===== src/rtl/lpc_synth_core.sv =====
// lpc_synth_core: LPC synthesis engine with double-buffered coefficient
// frames, pulse/noise excitation and a single-multiplier all-pole filter.
// The optional macro LPC_SYNTH_SAT_EN clamps each output sample to the DW
// range; without it the sample wraps in two's complement.
module lpc_synth_core #(
   parameter int ORDER = 10,
   parameter int DW    = 16,
   parameter int CW    = 16,
   parameter int CFRAC = 12,
   parameter int ACCW  = 40
) (
   input  logic                   d_clk,
   input  logic                   d_rst,
   input  logic                   v,
   input  logic [ORDER*CW-1:0]    a_flat,
   input  logic signed [DW-1:0]   gain,
   input  logic                   voiced,
   input  logic [15:0]            pulserate,
   input  logic [15:0]            lpcrate,
   output logic                   ready,
   input  logic                   s_req,
   output logic                   busy,
   output logic signed [DW-1:0]   synth,
   output logic                   vout
);

   localparam logic [1:0] S_IDLE = 2'd0;
   localparam logic [1:0] S_EXC  = 2'd1;
   localparam logic [1:0] S_MAC  = 2'd2;
   localparam logic [1:0] S_OUT  = 2'd3;

   localparam int KW = (ORDER > 1) ? $clog2(ORDER) : 1;
   localparam logic [KW-1:0] K_LAST = KW'(ORDER - 1);

   // Shadow (incoming) frame
   logic signed [CW-1:0] sh_a [ORDER];
   logic signed [DW-1:0] sh_gain;
   logic                 sh_voiced;
   logic [15:0]          sh_pr;
   logic [15:0]          sh_lr;
   logic                 sh_full;

   // Active (in-use) frame
   logic signed [CW-1:0] act_a [ORDER];
   logic signed [DW-1:0] act_gain;
   logic                 act_voiced;
   logic [15:0]          act_pr;
   logic [15:0]          act_lr;
   logic                 act_valid;

   // Sample engine state
   logic [1:0]             state;
   logic [KW-1:0]          k;
   logic signed [ACCW-1:0] acc;
   logic signed [DW-1:0]   exc;
   logic                   run_valid;
   logic signed [DW-1:0]   hist [ORDER];
   logic [15:0]            samp_cnt;
   logic [15:0]            pitch_cnt;
   logic [15:0]            lfsr;

   logic signed [DW-1:0]    e_calc;
   logic signed [CW+DW-1:0] prod;
   logic signed [ACCW-1:0]  acc_next;
   logic signed [DW-1:0]    y_val;
   logic [15:0]             lr_m1;
   logic [15:0]             pr_m1;
   logic                    frame_end;
   logic                    swap;
   logic [15:0]             lfsr_next;

   assign ready = ~sh_full;
   assign busy  = (state != S_IDLE);

   // Frame-period and pitch-period limits, treating a zero rate as one
   always_comb begin
      lr_m1     = (act_lr == 16'd0) ? 16'd0 : act_lr - 16'd1;
      pr_m1     = (act_pr == 16'd0) ? 16'd0 : act_pr - 16'd1;
      frame_end = (samp_cnt >= lr_m1);
      swap      = (state == S_OUT) && run_valid && frame_end;
      lfsr_next = {lfsr[0] ^ lfsr[2] ^ lfsr[3] ^ lfsr[5], lfsr[15:1]};
   end

   // Excitation for the current sample: pitch pulse or signed LFSR noise
   always_comb begin
      e_calc = '0;
      if (act_voiced)
         e_calc = (pitch_cnt == 16'd0) ? act_gain : '0;
      else
         e_calc = lfsr[0] ? act_gain : -act_gain;
   end

   // One tap product per MAC cycle and the resulting filter output
   always_comb begin
      prod     = act_a[k] * hist[k];
      acc_next = acc + {{(ACCW-CW-DW){prod[CW+DW-1]}}, prod};
`ifdef LPC_SYNTH_SAT_EN
      begin
         logic signed [DW+1:0] sum2;
         sum2 = (DW+2)'(exc) + (DW+2)'(acc_next >>> CFRAC);
         if (sum2[DW+1:DW-1] == 3'b000 || sum2[DW+1:DW-1] == 3'b111)
            y_val = sum2[DW-1:0];
         else if (sum2[DW+1])
            y_val = {1'b1, {(DW-1){1'b0}}};
         else
            y_val = {1'b0, {(DW-1){1'b1}}};
      end
`else
      y_val = exc + DW'(acc_next >>> CFRAC);
`endif
   end

   // Frame capture into the shadow and promotion to the active set
   always_ff @(posedge d_clk or posedge d_rst) begin
      if (d_rst) begin
         for (int i = 0; i < ORDER; i++) begin
            sh_a[i]  <= '0;
            act_a[i] <= '0;
         end
         sh_gain    <= '0;
         sh_voiced  <= 1'b0;
         sh_pr      <= '0;
         sh_lr      <= '0;
         sh_full    <= 1'b0;
         act_gain   <= '0;
         act_voiced <= 1'b0;
         act_pr     <= '0;
         act_lr     <= '0;
         act_valid  <= 1'b0;
      end else if (v && !sh_full) begin
         for (int i = 0; i < ORDER; i++)
            sh_a[i] <= a_flat[i*CW +: CW];
         sh_gain   <= gain;
         sh_voiced <= voiced;
         sh_pr     <= pulserate;
         sh_lr     <= lpcrate;
         sh_full   <= 1'b1;
      end else if (sh_full && (!act_valid || swap)) begin
         for (int i = 0; i < ORDER; i++)
            act_a[i] <= sh_a[i];
         act_gain   <= sh_gain;
         act_voiced <= sh_voiced;
         act_pr     <= sh_pr;
         act_lr     <= sh_lr;
         act_valid  <= 1'b1;
         sh_full    <= 1'b0;
      end
   end

   // Sample sequencer: excitation, ORDER MAC cycles, then output/update
   always_ff @(posedge d_clk or posedge d_rst) begin
      if (d_rst) begin
         state     <= S_IDLE;
         k         <= '0;
         acc       <= '0;
         exc       <= '0;
         run_valid <= 1'b0;
         synth     <= '0;
         vout      <= 1'b0;
         for (int i = 0; i < ORDER; i++)
            hist[i] <= '0;
         samp_cnt  <= '0;
         pitch_cnt <= '0;
         lfsr      <= 16'hACE1;
      end else begin
         vout <= 1'b0;
         case (state)
            S_IDLE: begin
               if (s_req)
                  state <= S_EXC;
            end
            S_EXC: begin
               run_valid <= act_valid;
               exc       <= e_calc;
               acc       <= '0;
               k         <= '0;
               state     <= S_MAC;
            end
            S_MAC: begin
               acc <= acc_next;
               if (k == K_LAST) begin
                  synth <= run_valid ? y_val : '0;
                  vout  <= 1'b1;
                  state <= S_OUT;
               end else begin
                  k <= k + 1'b1;
               end
            end
            default: begin
               if (run_valid) begin
                  hist[0] <= synth;
                  for (int i = 1; i < ORDER; i++)
                     hist[i] <= hist[i-1];
                  lfsr      <= lfsr_next;
                  pitch_cnt <= (pitch_cnt >= pr_m1) ? 16'd0 : pitch_cnt + 16'd1;
                  samp_cnt  <= frame_end ? 16'd0 : samp_cnt + 16'd1;
               end
               state <= S_IDLE;
            end
         endcase
      end
   end

endmodule


===== config.mk =====
export PLATFORM = sky130hd
export DESIGN_NAME = lpc_synth_core
export DESIGN_NICKNAME = d
export VERILOG_FILES = /design/src/rtl/lpc_synth_core.sv
export SDC_FILE = /design/constraint.sdc
export NUM_CORES = 2
export LEC_CHECK = 0
export CAP_MARGIN = 20
export CORE_UTILIZATION = 61
export CTS_BUF_LIST = sky130_fd_sc_hd__clkbuf_8
export DETAILED_ROUTE_END_ITERATION = 7
export PLACE_DENSITY = 0.81
export RECOVER_POWER = 25
export SLEW_MARGIN = 20
export SYNTH_ARGS = -nofsm -noshare
export SYNTH_HDL_FRONTEND = slang
export SYNTH_SLANG_ARGS = --single-unit

===== constraint.sdc =====
create_clock -name d_clk -period 58.3 [get_ports d_clk]
set_input_delay 5.83 -clock d_clk [delete_from_list [all_inputs] [get_ports d_clk]]
set_output_delay 5.83 -clock d_clk [all_outputs]
set_load 0.05 [all_outputs]

* Word-level counts from Yosys, hierarchy flattened
Index checks and enable logic that the tools add are counted.
** Operators by class
- $lt $le $gt $ge :: 3
- Shift operators :: 0
- Equality and inequality tests :: 7
- Add/sub/neg operators :: 8
- Divide/modulo/power cells :: 0
- Reductions and logical operators :: 20
- Muxes and demuxes :: 24
- Multiply operators :: 1
- Bitwise gates (word level) :: 7
** Operators with widths (number)
- 2-to-1 mux 16 bit :: 12
- binary-select mux 16 bit (select 4 bit) :: 2
- case mux 40 bit (2 select lines) :: 1
- zero test 16 bit :: 3
- adder 40 bit :: 1
- adder 16 x 1 -> 16 bit, second input constant :: 2
- greater-or-equal comparator 16 bit :: 2
- multiplier 16 x 16 -> 32 bit :: 1
- subtractor 16 x 1 -> 16 bit, second input constant :: 2
- adder 16 bit :: 1
- negation 16 bit :: 1
- AND reduction 2 bit :: 5
- case mux 4 bit (2 select lines) :: 1
- inequality test 2 bit, second input constant :: 3
- case mux 2 bit (3 select lines) :: 1
- nonzero test 2 bit :: 3
- greater-or-equal comparator 5 bit, second input constant :: 1
- NOT 4 -> 5 bit :: 1
- adder 4 x 1 -> 4 bit, second input constant :: 1
- equality test 2 bit, second input constant :: 2
- equality test 4 bit, second input constant :: 1
- logical AND 1 bit :: 4
- 2-to-1 mux 1 bit :: 4
- 2-to-1 mux 2 bit :: 2
- 8 further kinds :: 13
** Storage, ports and cells
- Memory bits (writable) :: 0
- ROM bits :: 0
- Output and inout bits :: 19
- Logic and storage cells :: 120
- Input bits :: 213
- Memories :: 0
- Bits in latches :: 0
- Register bits :: 708

* Depth between registers and ports, before layout
- Depth in word-level cells :: 8
- Gate-level depth with buffers :: 50
- Mapped depth without buffers :: 44

* Worst setup path after synthesis
OpenSTA, ideal clock, no wires.
- Path kind :: flip-flop to flip-flop
- Start point :: reg k[0]
- End point :: reg synth[15]
- Library setup time :: 0.121 ns
- Data required time :: 58.179 ns
- Slack :: 47.907 ns
- Cell stages (with the launch flop) :: 47
- Path buffers :: 7
- Clock period less this slack :: 10.393 ns
- Arrival :: 10.272 ns
- Path through :: dfrtp_1 buf_6 buf_6 buf_6 buf_2 buf_2 clkbuf_1 mux2i_1 o21ai_1 a22oi_1 clkbuf_1 nor2_1 fa_1 inv_1 fa_1 fa_1 inv_1 fa_1 [11 not listed] xnor2_1 ha_1 nand3_1 nor3_1 a21oi_1 o31ai_1 or2_1 xor2_1 ha_1 nand2_1 o31ai_1 nor4_1 a21oi_1 a41o_1 o41ai_1 xnor2_1 xnor2_1 a22o_1
** On the way
- Cells in the longest elaborated chain, start to end :: 8
- Elaborated cells on any way between the ends :: 13
- Those cells by class :: add/sub: 2; mul: 1; eq/ne: 1; mux: 7; bitwise: 1; reduce/logical: 1
** RTL lines
- start: declaration :: line 53 : logic [KW-1:0] k;
- start signal: assignment :: line 186 : k <= k + 1'b1;
- NOT 4 -> 5 bit (implied by the code) :: line 95 : prod = act_a[k] * hist[k];
- binary-select mux 16 bit (select 4 bit) :: line 95
- 2-to-1 mux 16 bit (implied by the code) (2 in series) :: line 95
- multiplier 16 x 16 -> 32 bit :: line 95
- adder 40 bit :: line 96 : acc_next = acc + {{(ACCW-CW-DW){prod[CW+DW-1]}}, prod};
- adder 16 bit :: line 109 : y_val = exc + DW'(acc_next >>> CFRAC);
- 2-to-1 mux 16 bit :: line 182 : synth <= run_valid ? y_val : '0;
- end signal: assignment :: line 182
- end: declaration :: line 23 : output logic signed [DW-1:0] synth,
Several ways; a longest one is shown, not always the timed one. The select of a mux whose other input is x is not followed.
A chain may end at the register's enable or synchronous reset.

* Final worst setup path
- Start point :: reg k[2]
- End point :: reg synth[15]
Same word-level chain as after synthesis.

==> results.py <==
metrics = {
    "status": {
        "status": "finished with violations",
        "violations": "max-capacitance violations, max-slew violations",
    },
    "synthesis": {
        "synthMuxAreaShare_pct": 16.0,
        "synth_seq_cells": 696,
        "avgSynthCellArea_um2": 10.7,
        "ys.flop_type": "dfrtp_1",
        "synth-compound-area-share_pct": 6.15,
        "synth-edff-count": 0,
        "syn_area_um2": 41200,
        "synth.distinct_cells": 78,
        "ys_warn_count": 0,
        "synthArstFlopShare_pct": 100,
        "synth_xor_area_share_pct": 2.70,
        "yosys-top-cells-area": "dfrtp_1, fa_1, mux2_2",
        "syn_inst": 3839,
        "synth_nets": 4447,
        "synth_top_family_by_area": "adder cells",
        "yosysSeqAreaShare_pct": 42.3,
        "synthAdderAreaFrac_pct": 16.2,
        "yosys.area.top_type_share_pct": 41.8,
        "synthMostInstantiatedCell": "nand2_1",
        "netlist_top_cells_count": "nand2_1, dfrtp_1, inv_1",
        "synth-simple-area-share_pct": 11.5,
        "yosysTopAreaCell": "dfrtp_1",
    },
    "placement": {
        "dpl-instance-area_um2": 44200,
        "gp_congestion": 0.977,
        "io_buffers": 231,
        "post-dp-hpwl_um": 68600,
    },
    "worst_setup_path": {
        "cp.arrival_ns": 13.46,
        "path_class": "reg -> reg",
        "critical_path.max_fanout": 37,
        "required_ns": 58.91,
        "slowest_delay_ns": 1.54,
        "end_kind": "register",
        "crit_path_start_kind": "register",
        "crit_slowest_cell": "clkbuf_1",
    },
    "sta": {
        "hold_viol_final": 0,
        "setup_viol": 0,
        "finClkSkew_ns": 0.0629,
        "fmax_ghz": 0.0778,
        "finalCritPeriodShare_pct": 22.1,
        "rsz0062_at_grt": "false",
        "slew_viol_final": 479,
        "fin_crit_ns": 12.86,
        "max-slew-margin-rel_pct": -232,
        "fin_setup_tns_ns": 0,
        "worst_pin_slew_ns": 4.95,
    },
    "detailed_routing": {
        "vias": 28600,
        "vias_per_cell": 5.72,
        "totalWireLength_um": 95100,
        "drtAntennaViolNets": 0,
        "drt_pass1_iterations": 5,
        "routed.top_layer": "met4",
        "drt_first_iter_violations": 2107,
        "dr_wl_met3_um": 6220,
        "avgRoutedWirePerCell_um": 19.0,
        "drc": 0,
        "met1Wirelength_um": 39600,
        "met2WireLength_um": 45300,
    },
    "run": {
        "cap_violations": 7,
    },
    "die": {
        "fp-row-count": 94,
        "die_area_um2": 68500,
        "coreArea_um2": 66200,
        "die_w_um": 262,
        "ioPinCount": 232,
        "start_util_pct": 62.2,
        "die_y_um": 262,
    },
    "pwr": {
        "internal_power_uw": 1170,
        "clkPwrFrac_pct": 23.0,
        "seqPwrFrac_pct": 36.5,
        "leakagePower_uw": 0.0227,
        "p_sw_uw": 732,
        "p_sw_share_pct": 38.5,
        "comb_power_share_pct": 40.5,
        "power_density_nw_per_um2": 40.8,
        "peakVddDrop_v": 0.0000347,
    },
    "clock_network": {
        "clk_pin_slew_ns": 0.06,
        "htree_levels": 3,
        "ctsHoldBuffers": 0,
        "clkLatencyLatePin_ns": 0.74,
        "cts_resized": 0,
        "cts_tree": "yes",
        "postCtsSetupBuffers": 0,
        "cts.sinks": 696,
        "cts_buffer_depth": 3,
        "cts_inserted_buffers": 108,
        "cts_root_buffer": "clkbuf_8",
    },
    "global_route": {
        "grt_pass1_vias": 29500,
        "grt_first_pass_wirelength_um": 154000,
        "grt_use_total_pct": 28.6,
        "grt_overflow": 0,
        "antenna_found_initial": 2,
        "grt_max_degree": 196,
    },
    "layout": {
        "nets": 4662,
        "post-route-util_pct": 70.3,
        "syn_to_final_growth_pct": 13.1,
        "drive_above_1_share_pct": 14.5,
        "stdcell_area_um2": 46600,
    },
    "hold_path": {
        "hold_class": "reg -> reg",
    },
}
through the flow:
step / hold WS [ns] / setup slack (ns) / instances / total power [uW]
4_1_cts: 0.456 / 46.40 / 5006 / 1900
6_report: 0.453 / 45.44 / 5008 / 1900
2_1_floorplan: 0.435 / 32.97 / 3839 / 1240
5_1_grt: 0.469 / 44.79 / 5008 / 2010
3_5_place_dp: 0.445 / 46.39 / 4808 / 1460
3_3_place_gp: 0.439 / 46.67 / 4808 / 1430
layout make-up:
| class | instances | area (um2) |
|---|---|---|
| multi-input combinational | 2618 | 21700 |
| fill | 4693 | 19600 |
| sequential | 696 | 17400 |
| timing repair buffer | 275 | 2660 |
| clock buffer | 138 | 1900 |
| inverter | 355 | 1340 |
| tap | 864 | 1080 |
| clock inverter | 60 | 473 |
| antenna | 2 | 5.00 |
cell families (layout without fill, tap and decap cells):
logic type | after synthesis | count (layout)
XOR/XNOR | 123 | 123
AO/OA/AOI/OAI | 394 | 394
buffers and inverters | 525 | 828
AND/OR/NAND/NOR | 1161 | 1161
flip-flops | 696 | 696
adder cells (fa/ha/maj) | 395 | 395
multiplexers | 545 | 545
other | 0 | 2
registers in the layout, indices dropped and copies added (netlist names), 28 cells and up:
signal,cells
hist,160
acc,28
sh_a,160
act_a,160
final timing paths:
check                               startpoint                      to  slack (ns)  cells after the start
setup / recovery              k[2]$_DFFE_PP0P_   synth[15]$_DFFE_PP0P_       45.44                     43
max in group asynchronous                d_rst   act_a[38]$_DFFE_PP0P_       47.00                      5
setup reg to reg              k[2]$_DFFE_PP0P_   synth[15]$_DFFE_PP0P_       45.44                     43
min in group asynchronous                d_rst  sh_gain[0]$_DFFE_PP0P_        7.09                      2
hold reg to reg            lfsr[7]$_DFFE_PP1P_     lfsr[6]$_DFFE_PP1P_        0.45                      2
hold / removal             lfsr[7]$_DFFE_PP1P_     lfsr[6]$_DFFE_PP1P_        0.45                      2
cells in the final DEF (no fill, tap or decap), drive strengths merged, types with 19 or more instances in the layout:
master / synthesis / routed
clkbuf: 115 / 145
mux2i: 64 / 64
mux4: 47 / 47
fa: 231 / 231
xor2: 52 / 52
nand2: 743 / 743
dfrtp: 688 / 688
nor2: 239 / 239
o21a: 19 / 19
nand3: 45 / 45
xnor2: 69 / 69
ha: 164 / 164
mux2: 434 / 434
a21o: 43 / 43
a21oi: 113 / 113
nand2b: 24 / 24
inv: 355 / 389
buf: 55 / 37
clkdlybuf4s50: 0 / 229
o22ai: 24 / 24
o21ai: 78 / 78
nor3: 29 / 29
power groups by stage:
stage          Sequential (uW)  Combinational, uW  Clock (uW)
5_1_grt                    709                838         466
4_1_cts                    694                765         446
6_report                   694                769         438
2_1_floorplan              662                576           0
3_3_place_gp               693                736           0
3_5_place_dp               700                757           0
metal layers:
metal  vias up  track usage, %
li1      13100               -
met1     14300            38.8
met2       970            45.6
met3       233            5.23
met4         0            12.3
met5         -               0
worst max-delay path: cells and delay by family, from the launching register on:
family | cells | cell delay [ns]
fa+ha+maj | 9 | 3.75
compound gates | 14 | 2.98
flops | 1 | 0.33
xor+xnor | 4 | 0.58
buf+inv | 7 | 2.96
simple gates | 9 | 2.14
No activity file was read; power rests on OpenSTA's default activity.
